### config.mk
export PLATFORM = sky130hd
export DESIGN_NAME = pkmc_sdram_wbif
export DESIGN_NICKNAME = d
export VERILOG_FILES = /design/src/rtl/pkmc_sdram_wbif.sv
export SDC_FILE = /design/constraint.sdc
export NUM_CORES = 1
export LEC_CHECK = 0
export BUFFER_PORTS_ARGS = -buffer_cell sky130_fd_sc_hd__buf_4
export CAP_MARGIN = 20
export CORE_UTILIZATION = 29
export CTS_BUF_LIST = sky130_fd_sc_hd__clkbuf_16
export CTS_CLUSTER_DIAMETER = 30
export DETAILED_ROUTE_END_ITERATION = 12
export PLACE_DENSITY = 0.62
export SYNTH_ARGS = -nofsm -noshare
export SYNTH_HDL_FRONTEND = slang
export SYNTH_SLANG_ARGS = --single-unit
### constraint.sdc
create_clock -name clk -period 2.1 [get_ports clk]
set_input_delay 0.42 -clock clk [delete_from_list [all_inputs] [get_ports clk]]
set_output_delay 0.42 -clock clk [all_outputs]
set_load 0.02 [all_outputs]
### src/rtl/pkmc_sdram_wbif.sv
// Wishbone classic slave front-end for the PKMC SDRAM controller: latches one access,
// holds a stable request until the controller acks, and arbitrates refresh between accesses.
module pkmc_sdram_wbif #(
  parameter int ADDR_W  = 26,
  parameter int DAT_W   = 32,
  parameter int SEL_W   = 4,
  parameter int TIMEOUT = 255,
  parameter int CNT_W   = 8
) (
  input  logic              clk,
  input  logic              rst,
  input  logic [31:0]       wb_adr_i,
  input  logic [DAT_W-1:0]  wb_dat_i,
  input  logic [SEL_W-1:0]  wb_sel_i,
  input  logic              wb_we_i,
  input  logic              wb_cyc_i,
  input  logic              wb_stb_i,
  output logic [DAT_W-1:0]  wb_dat_o,
  output logic              wb_ack_o,
  output logic              wb_err_o,
  output logic [ADDR_W-1:0] addr_o,
  output logic [DAT_W-1:0]  dat_o,
  output logic [SEL_W-1:0]  byte_sel_o,
  output logic              we_o,
  output logic              active_o,
  input  logic [DAT_W-1:0]  ctrl_dat_i,
  input  logic              ctrl_ack_i,
  input  logic              sdramIRQ_i,
  output logic              sdramIRQack_o,
  output logic [2:0]        state_o
);

  // Handshake: a Wishbone access is accepted in IDLE when cyc&stb are high and no refresh
  // is pending; it is finished by exactly one of wb_ack_o or wb_err_o (or silently when the
  // master dropped cyc mid-access). The controller sees active_o high for the whole REQ
  // phase with addr/dat/sel/we frozen, and completes it with a one-cycle ctrl_ack_i.
  typedef enum logic [2:0] {
    S_IDLE    = 3'd0,
    S_REQ     = 3'd1,
    S_ACK     = 3'd2,
    S_ERR     = 3'd3,
    S_REFRESH = 3'd4
  } state_t;

  localparam logic [CNT_W-1:0] CNT_LAST = CNT_W'(TIMEOUT - 1);

  state_t             state_q, state_d;
  logic [CNT_W-1:0]   cnt_q, cnt_d;
  logic               drop_q, drop_d;
  logic               irqack_q, irqack_d;
  logic [ADDR_W-1:0]  addr_q;
  logic [DAT_W-1:0]   dat_q;
  logic [SEL_W-1:0]   sel_q;
  logic               we_q;
  logic [DAT_W-1:0]   rdat_q;
  logic               latch;
  logic               capture;
  logic               unused_adr;

  assign unused_adr = ^wb_adr_i[31:ADDR_W];

  always_comb begin
    state_d  = state_q;
    cnt_d    = cnt_q;
    drop_d   = drop_q;
    irqack_d = 1'b0;
    latch    = 1'b0;
    capture  = 1'b0;
    case (state_q)
      S_IDLE: begin
        if (sdramIRQ_i) begin
          state_d  = S_REFRESH;
          irqack_d = 1'b1;
        end else if (wb_cyc_i && wb_stb_i) begin
          latch   = 1'b1;
          cnt_d   = '0;
          drop_d  = 1'b0;
          state_d = S_REQ;
        end
      end
      S_REQ: begin
        if (!wb_cyc_i) drop_d = 1'b1;
        if (ctrl_ack_i) begin
          capture = !we_q;
          // An abandoned cycle still completes at the controller but is never acked.
          state_d = (drop_q || !wb_cyc_i) ? S_IDLE : S_ACK;
        end else if (cnt_q == CNT_LAST) begin
          state_d = S_ERR;
        end else begin
          cnt_d = cnt_q + 1'b1;
        end
      end
      S_ACK:     state_d = S_IDLE;
      S_ERR:     state_d = S_IDLE;
      S_REFRESH: if (!sdramIRQ_i) state_d = S_IDLE;
      default:   state_d = S_IDLE;
    endcase
  end

  always_ff @(posedge clk or negedge rst) begin
    if (!rst) begin
      state_q  <= S_IDLE;
      cnt_q    <= '0;
      drop_q   <= 1'b0;
      irqack_q <= 1'b0;
      addr_q   <= '0;
      dat_q    <= '0;
      sel_q    <= '0;
      we_q     <= 1'b0;
      rdat_q   <= '0;
    end else begin
      state_q  <= state_d;
      cnt_q    <= cnt_d;
      drop_q   <= drop_d;
      irqack_q <= irqack_d;
      if (latch) begin
        addr_q <= wb_adr_i[ADDR_W-1:0];
        dat_q  <= wb_dat_i;
        sel_q  <= wb_sel_i;
        we_q   <= wb_we_i;
      end
      if (capture) rdat_q <= ctrl_dat_i;
    end
  end

  // All outputs are decodes of registered state, so no input reaches an output combinationally.
  assign active_o      = (state_q == S_REQ);
  assign wb_ack_o      = (state_q == S_ACK);
  assign wb_err_o      = (state_q == S_ERR);
  assign sdramIRQack_o = irqack_q;
  assign wb_dat_o      = rdat_q;
  assign addr_o        = addr_q;
  assign dat_o         = dat_q;
  assign byte_sel_o    = sel_q;
  assign we_o          = we_q;
  assign state_o       = state_q;

endmodule
==> results of run 1 <==
==> worst min path at each step <==
stage	endpoint	slack, ns	start
6_report	wb_dat_o[10]$_DFFE_PN0P_	0.07	rst
5_1_grt	wb_dat_o[10]$_DFFE_PN0P_	0.11	rst
4_1_cts	wb_dat_o[10]$_DFFE_PN0P_	0.09	rst
3_5_place_dp	wb_dat_o[10]$_DFFE_PN0P_	0.48	rst
3_3_place_gp	cnt_q[7]$_DFFE_PN0P_	0.47	cnt_q[7]$_DFFE_PN0P_
2_1_floorplan	addr_o[0]$_DFFE_PN0P_	0.12	rst
==> stage by stage <==
stage          cell area (sq um)  power, mW  hold WS [ns]
2_1_floorplan               4190      4.087        0.1244
3_3_place_gp                5934      5.230        0.4712
3_5_place_dp                5934      5.296        0.4778
4_1_cts                     6261      7.164       0.08918
5_1_grt                     6261      7.427        0.1075
6_report                    6261      7.036       0.07405
==> per-layer routing <==
layer	vias up	track usage
met3	9	0.05665
met2	129	0.2037
met5	-	0
met4	0	0.05259
met1	1411	0.1400
li1	1369	-
==> sequential cells by signal, summed over array words and instances, names as in the netlist <==
name and flops:
byte_sel_o 4, drop_q 1, wb_dat_o 32, dat_o 32, we_o 1, cnt_q 8, state_o 3, sdramIRQack_o 1
addr_o 26
==> cells in the final DEF (no fill, tap or decap), drive strengths merged, types with 2 or more instances in the layout <==
cell	netlist	final
clkinv	0	3
o21ai	6	6
clkbuf	0	9
bufinv	0	2
a211o	3	3
nor3b	4	4
nor3	2	2
inv	3	5
nand2	7	7
a21oi	2	2
mux2	95	95
nand3	6	6
ha	2	2
nor2	5	5
and2	2	2
buf	11	208
dfrtp	108	108
==> report_power, final <==
part | internal [mW] | switching [mW]
clock | 1.06 | 0.765
combinational | 1.16 | 1.14
sequential | 2.62 | 0.284
==> layout make-up <==
type	instances	area share
flip-flops and latches	108	0.4317
clock inverters	7	0.01619
repair buffers	208	0.2514
inverters	3	0.001799
well taps	180	0.03597
multi-input cells	148	0.2270
clock buffers	9	0.03597
==> cells by family after synthesis <==
family	count (synthesis)	synth area share
compound gates	15	0.02478
simple gates	35	0.05107
mux	95	0.2553
fa+ha+maj	2	0.005971
xor+xnor	1	0.002091
flops	108	0.6450
buf+inv	14	0.01582
==> Yosys cell counts (2+ instances only) <==
cell type and number:
mux2_2 76, nand3_1 6, buf_2 11, a21oi_1 2
nand2_1 7, o21ai_0 5, dfrtp_1 108, and2_1 2
nor3b_1 3, mux2_1 19, inv_1 3, ha_1 2
a211o_1 3, nor2_1 5, nor3_1 2
==> run_results.csv, run 1 <==
group,metric,value,unit
outcome,outcome,"finished clean",
logic_synthesis,ys_seq_area_frac,0.6450,
routing,initialDrtViolationCount,63,
sta,report.final.hold_viol_count,0,
worst_setup_path,r2r_setup_slack,0.22,ns
sta,fmax,530.9,MHz
cells_and_area,fill_cells,1301,
sta,max_slew.worst_pin.slew,0.7411,ns
logic_synthesis,synth-seq-cells,108,
cts,clk_latency,0.35,ns
worst_setup_path,worst_path_dominant_cell_family,"compound AO/OA/AOI/OAI gates",
logic_synthesis,synth.avg_cell_area,15.52,sq um
floorplan,fp.dieH,122.2,um
cells_and_area,fin_nets,587,
logic_synthesis,yosys_warnings,0,
logic_synthesis,yosys.area.top_type_share,0.6450,
pwr,power_density,1124,nW/um^2
worst_setup_path,worstSetupEndpoint,"cnt_q[3]$_DFFE_PN0P_",
worst_setup_path,cp_num_cells,6,
place,place_inst,647,
cells_and_area,fin_util,0.4476,
worst_setup_path,critPathMaxStageDelay,0.64,ns
worst_setup_path,cp-end-kind,"flip-flop",
routing,wl_per_cell,13.79,um
floorplan,die_w,122.2,um
routing,dr_wl_met2,4.542,mm
logic_synthesis,async_flop_share,1.000,
place,numPortBuffers,202,
logic_synthesis,netlist_area,4190,sq um
cells_and_area,final_cells,663,
worst_setup_path,cpMaxStageDelayCell,"o31ai_2",
logic_synthesis,syn_nets,379,
worst_setup_path,worstReg2RegStart,"cnt_q[0]$_DFFE_PN0P_",
sta,setup_viol,0,
cts,path_clk_slew,0.07,ns
global_route,grt_max_degree,76,
pwr,ir_worst_vdd,0.9246,mV
routing,wl_met3,980,um
routing,drcViolationCount,0,
worst_setup_path,cp_max_fo,12,
routing,viasPerCell,4.401,
worst_setup_path,criticalPathCategory,"reg -> reg",
place,hpwl,6.894,mm
logic_synthesis,synthFlopType,"dfrtp_1",
logic_synthesis,synth_edf_count,0,
sta,fin_skew,0.002960,ns
routing,num_vias,2918,
global_route,grt.overflow.total,0,
sta,rsz0062_at_grt,"false",
cts,cts_max_level,3,
worst_setup_path,arrival,2.12,ns
routing,wl,9.142,mm
sta,final_max_slew_viol_count,0,
cts,postCtsSetupRepairBufs,0,
cts,cts_root_buf,"clkbuf_16",
cts,cts_buffers,9,
logic_synthesis,synth_area_leader_cell,"dfrtp_1",
global_route,first_global_vias,2963,
worst_setup_path,crit_start,"cnt_q[0]$_DFFE_PN0P_",
logic_synthesis,synth_area_leaders,"dfrtp_1 (64%), mux2_2 (20%), mux2_1 (5.1%), buf_2 (1.3%), nand3_1 (0.72%)",
floorplan,rows,43,
place,dp_slack,0.2242,ns
floorplan,core,13990,sq um
sta,period_needed,1.883,ns
logic_synthesis,synth_cells,270,
cells_and_area,area_growth,49.42,%
run,cap_viol_max_count,0,
cts,cts_tree,"yes",
global_route,grt_pass1_wl,14.22,mm
routing,wl_met1,3.457,mm
cts,cts_num_sinks,108,
worst_setup_path,r2r_cells,6,
cells_and_area,seq_area,2703,sq um
sta,finalCritPeriodShare,0.8969,
floorplan,io_pins,209,
cts,clk_path_buf_depth,2,
cts,cts_resized,0,
global_route,grtUsageTotal,0.1247,
place,place.gp.congestion,0.6908,
sta,slew_headroom,0.5030,
cts,cts-hold-fix-buffers,0,
pwr,power.leakage,3.094,nW
global_route,antenna_found_initial,0,
floorplan,die-area,14930,sq um
routing,dr.pass1.iters,3,
sta,fin_ws,0.2166,ns
logic_synthesis,synth_cell_types,31,
hold_path,hold_class,"in -> async",
worst_setup_path,crit_path_cell_trace,"inv_1, ha_1, nand2_1, o31ai_2, nor3_1, a211o_1",
worst_setup_path,cp_data_required_time,2.34,ns
worst_setup_path,r2r-end,"cnt_q[3]$_DFFE_PN0P_",
worst_setup_path,path_buf_inv,1,
cells_and_area,multi_input_area,1421,sq um
worst_setup_path,cp-start-kind,"flip-flop",
sta,final.setup.tns,0,ns
cells_and_area,n_antenna_cell,0,
routing,ant_nets,0,
routing,top_layer,"met4",
cells_and_area,drive_above_1_share,0.6253,
floorplan,start_util,0.2996,
No activity file was read; power rests on OpenSTA's default activity.
==> inputs of run 2 (changes only) <==
--- a/config.mk
+++ b/config.mk
@@ -5,13 +5,14 @@
 export SDC_FILE = /design/constraint.sdc
 export NUM_CORES = 1
 export LEC_CHECK = 0
+export ABC_AREA = 1
 export BUFFER_PORTS_ARGS = -buffer_cell sky130_fd_sc_hd__buf_4
 export CAP_MARGIN = 20
 export CORE_UTILIZATION = 29
 export CTS_BUF_LIST = sky130_fd_sc_hd__clkbuf_16
 export CTS_CLUSTER_DIAMETER = 30
 export DETAILED_ROUTE_END_ITERATION = 12
-export PLACE_DENSITY = 0.62
+export PLACE_DENSITY = 0.61
 export SYNTH_ARGS = -nofsm -noshare
 export SYNTH_HDL_FRONTEND = slang
 export SYNTH_SLANG_ARGS = --single-unit
==> run 2 against run 1 <==
Compared with the run above:
- critical path depth decreased by 3
- sequential power rose by 22%
- highest routed layer unchanged
- utilization is 1.6 points lower
- largest cell class unchanged
- register-to-register slack better by 0.18 ns
- via count up 32%
- critical endpoint is now active_o
==> run_results.csv, run 2 <==
group,metric,value,unit
outcome,outcome,"finished clean",
logic_synthesis,yosys_warnings,0,
logic_synthesis,synth_cell_types,26,
floorplan,core,15260,sq um
logic_synthesis,syn_nets,632,
pwr,p_total,9.405,mW
logic_synthesis,netlist_area,4567,sq um
pwr,power_density,1428,nW/um^2
routing,num_vias,3845,
logic_synthesis,synth-seq-cells,108,
cells_and_area,seq_area,2703,sq um
sta,fmax,533.0,MHz
cells_and_area,area_growth,44.22,%
routing,dr_wl_met2,5.135,mm
cells_and_area,layout_commonest_cell,"buf_4",
worst_setup_path,criticalPathCategory,"reg -> out",
sta,final.setup.tns,0,ns
sta,final_max_slew_viol_count,0,
cts,cts_num_sinks,108,
cts,cts_tree,"yes",
routing,wl,11.23,mm
routing,dr.pass1.iters,4,
sta,fin_skew,0.006659,ns
sta,finalCritPeriodShare,0.8935,
place,place.gp.congestion,0.7359,
global_route,grt.overflow.total,0,
logic_synthesis,yosys.cell_count.top_type,"nand2_1",
cts,postCtsSetupRepairBufs,0,
worst_setup_path,cp_max_fo,8,
routing,wl_per_cell,11.98,um
sta,rsz0062_at_grt,"false",
cts,cts_root_buf,"clkbuf_16",
worst_setup_path,cp-end-kind,"output pin",
floorplan,die-area,16250,sq um
cts,cts-hold-fix-buffers,0,
routing,drcViolationCount,0,
worst_setup_path,cp_data_required_time,1.68,ns
cells_and_area,layout_common_cells,"buf_4 (208), nand2_1 (165), dfrtp_1 (108)",
floorplan,io_pins,209,
hold_path,hold_class,"in -> async",
cells_and_area,n_antenna_cell,0,
logic_synthesis,synthFlopType,"dfrtp_1",
sta,report.final.hold_viol_count,0,
pwr,power.leakage,3.686,nW
sta,setup_viol,0,
logic_synthesis,synth.avg_cell_area,8.732,sq um
cts,cts_buffers,9,
global_route,grtUsageTotal,0.1448,
logic_synthesis,synth_area_leader_cell,"dfrtp_1",
routing,wl_met1,5.134,mm
cells_and_area,drive_above_1_share,0.3315,
sta,period_needed,1.876,ns
sta,max_slew.worst_pin.slew,0.6121,ns
logic_synthesis,ys_seq_area_frac,0.5918,
logic_synthesis,async_flop_share,1.000,
logic_synthesis,synth_edf_count,0,
place,numPortBuffers,202,
global_route,antenna_found_initial,0,
logic_synthesis,synth_cells,523,
routing,wl_met3,787,um
global_route,grt_pass1_wl,18.47,mm
cts,cts_resized,0,
worst_setup_path,cp-start-kind,"flip-flop",
global_route,grt_max_degree,61,
cells_and_area,multi_input_area,1430,sq um
cts,cts_max_level,3,
routing,ant_nets,0,
floorplan,fp.dieH,127.5,um
cts,clk_path_buf_depth,2,
cells_and_area,fill_cells,1543,
logic_synthesis,yosys.area.top_type_share,0.5918,
cts,path_clk_slew,0.07,ns
run,cap_viol_max_count,0,
pwr,ir_worst_vdd,0.6841,mV
cts,clk_latency,0.35,ns
routing,initialDrtViolationCount,134,
global_route,first_global_vias,3659,
floorplan,die_w,127.5,um
routing,viasPerCell,4.099,
routing,top_layer,"met4",
floorplan,rows,45,
place,hpwl,8.121,mm
floorplan,start_util,0.2993,
sta,slew_headroom,0.5905,
cells_and_area,fin_nets,832,
logic_synthesis,synth_area_leaders,"dfrtp_1 (59%), nand2_1 (14%), inv_1 (6.2%), nand3_1 (4.5%), o21ai_0 (4.3%)",
logic_synthesis,synth_common_cells,"nand2_1 (165), dfrtp_1 (108), inv_1 (75)",
worst_setup_path,arrival,1.46,ns
-- run 2: cells by family (layout without fill, tap and decap cells) --
group                      after synthesis  after routing  share of synthesized area
AOI/OAI and AO/OA                       73             73                    0.08411
xor gates and xnor gates                 1              1                   0.001918
adders and majority gates                2              2                   0.005479
buffers and inverters                   99            303                    0.09671
DFF                                    108            108                     0.5918
and+or+nand+nor                        240            240                     0.2200
-- run 2: critical path, stage by stage, from the launching register on --
cell and delay, ns:
dfrtp_1 0.50, nand2_2 0.10, nor2_2 0.29, buf_4 0.22
-- run 2: final cells by class --
class                      instances  share of cell area
timing repair buffer             212              0.2492
clock buffer                       9             0.03419
sequential                       108              0.4103
clock inverter                     6            0.005699
multi-input combinational        316              0.2171
tap                              211             0.04008
inverter                          76             0.04331
-- run 2: through the flow --
stage | std cells | worst slack, ns | instance area (sq um) | hold slack, ns | utilization
floorplan | 523 | 0.6145 | 4567 | 0.1244 | -
global placement | 923 | 0.3879 | 6324 | 0.4444 | 0.4144
detailed placement | 923 | 0.3256 | 6324 | 0.4397 | 0.4144
CTS | 938 | 0.1483 | 6586 | 0.05417 | 0.4317
global route | 938 | 0.1070 | 6586 | 0.08136 | 0.4317
finish | 938 | 0.2237 | 6586 | 0.05146 | 0.4317
-- run 2: power breakdown --
part | internal [mW] | switching (mW) | total, mW
logic | 1.81 | 2.48 | 4.29
clock network | 0.797 | 0.767 | 1.56
registers | 3.00 | 0.547 | 3.55
-- run 2: layer usage --
metal	track usage	up-vias
met3	0.04271	13
met5	0	-
li1	-	2009
met2	0.2208	118
met1	0.1917	1705
met4	0.05952	0
-- run 2: worst paths after layout --
path,slack (ns),endpoint,start,depth (start not counted)
setup / recovery,0.22,active_o,state_o[0]$_DFFE_PN0P_,3
hold / removal,0.05,wb_dat_o[10]$_DFFE_PN0P_,rst,1
setup reg to reg,0.40,wb_dat_o[11]$_DFFE_PN0P_,state_o[0]$_DFFE_PN0P_,5
hold reg to reg,0.47,wb_dat_o[10]$_DFFE_PN0P_,wb_dat_o[10]$_DFFE_PN0P_,2
max in group asynchronous,1.47,wb_dat_o[17]$_DFFE_PN0P_,rst,2
min in group clk,0.29,wb_dat_o[30]$_DFFE_PN0P_,ctrl_dat_i[30],3
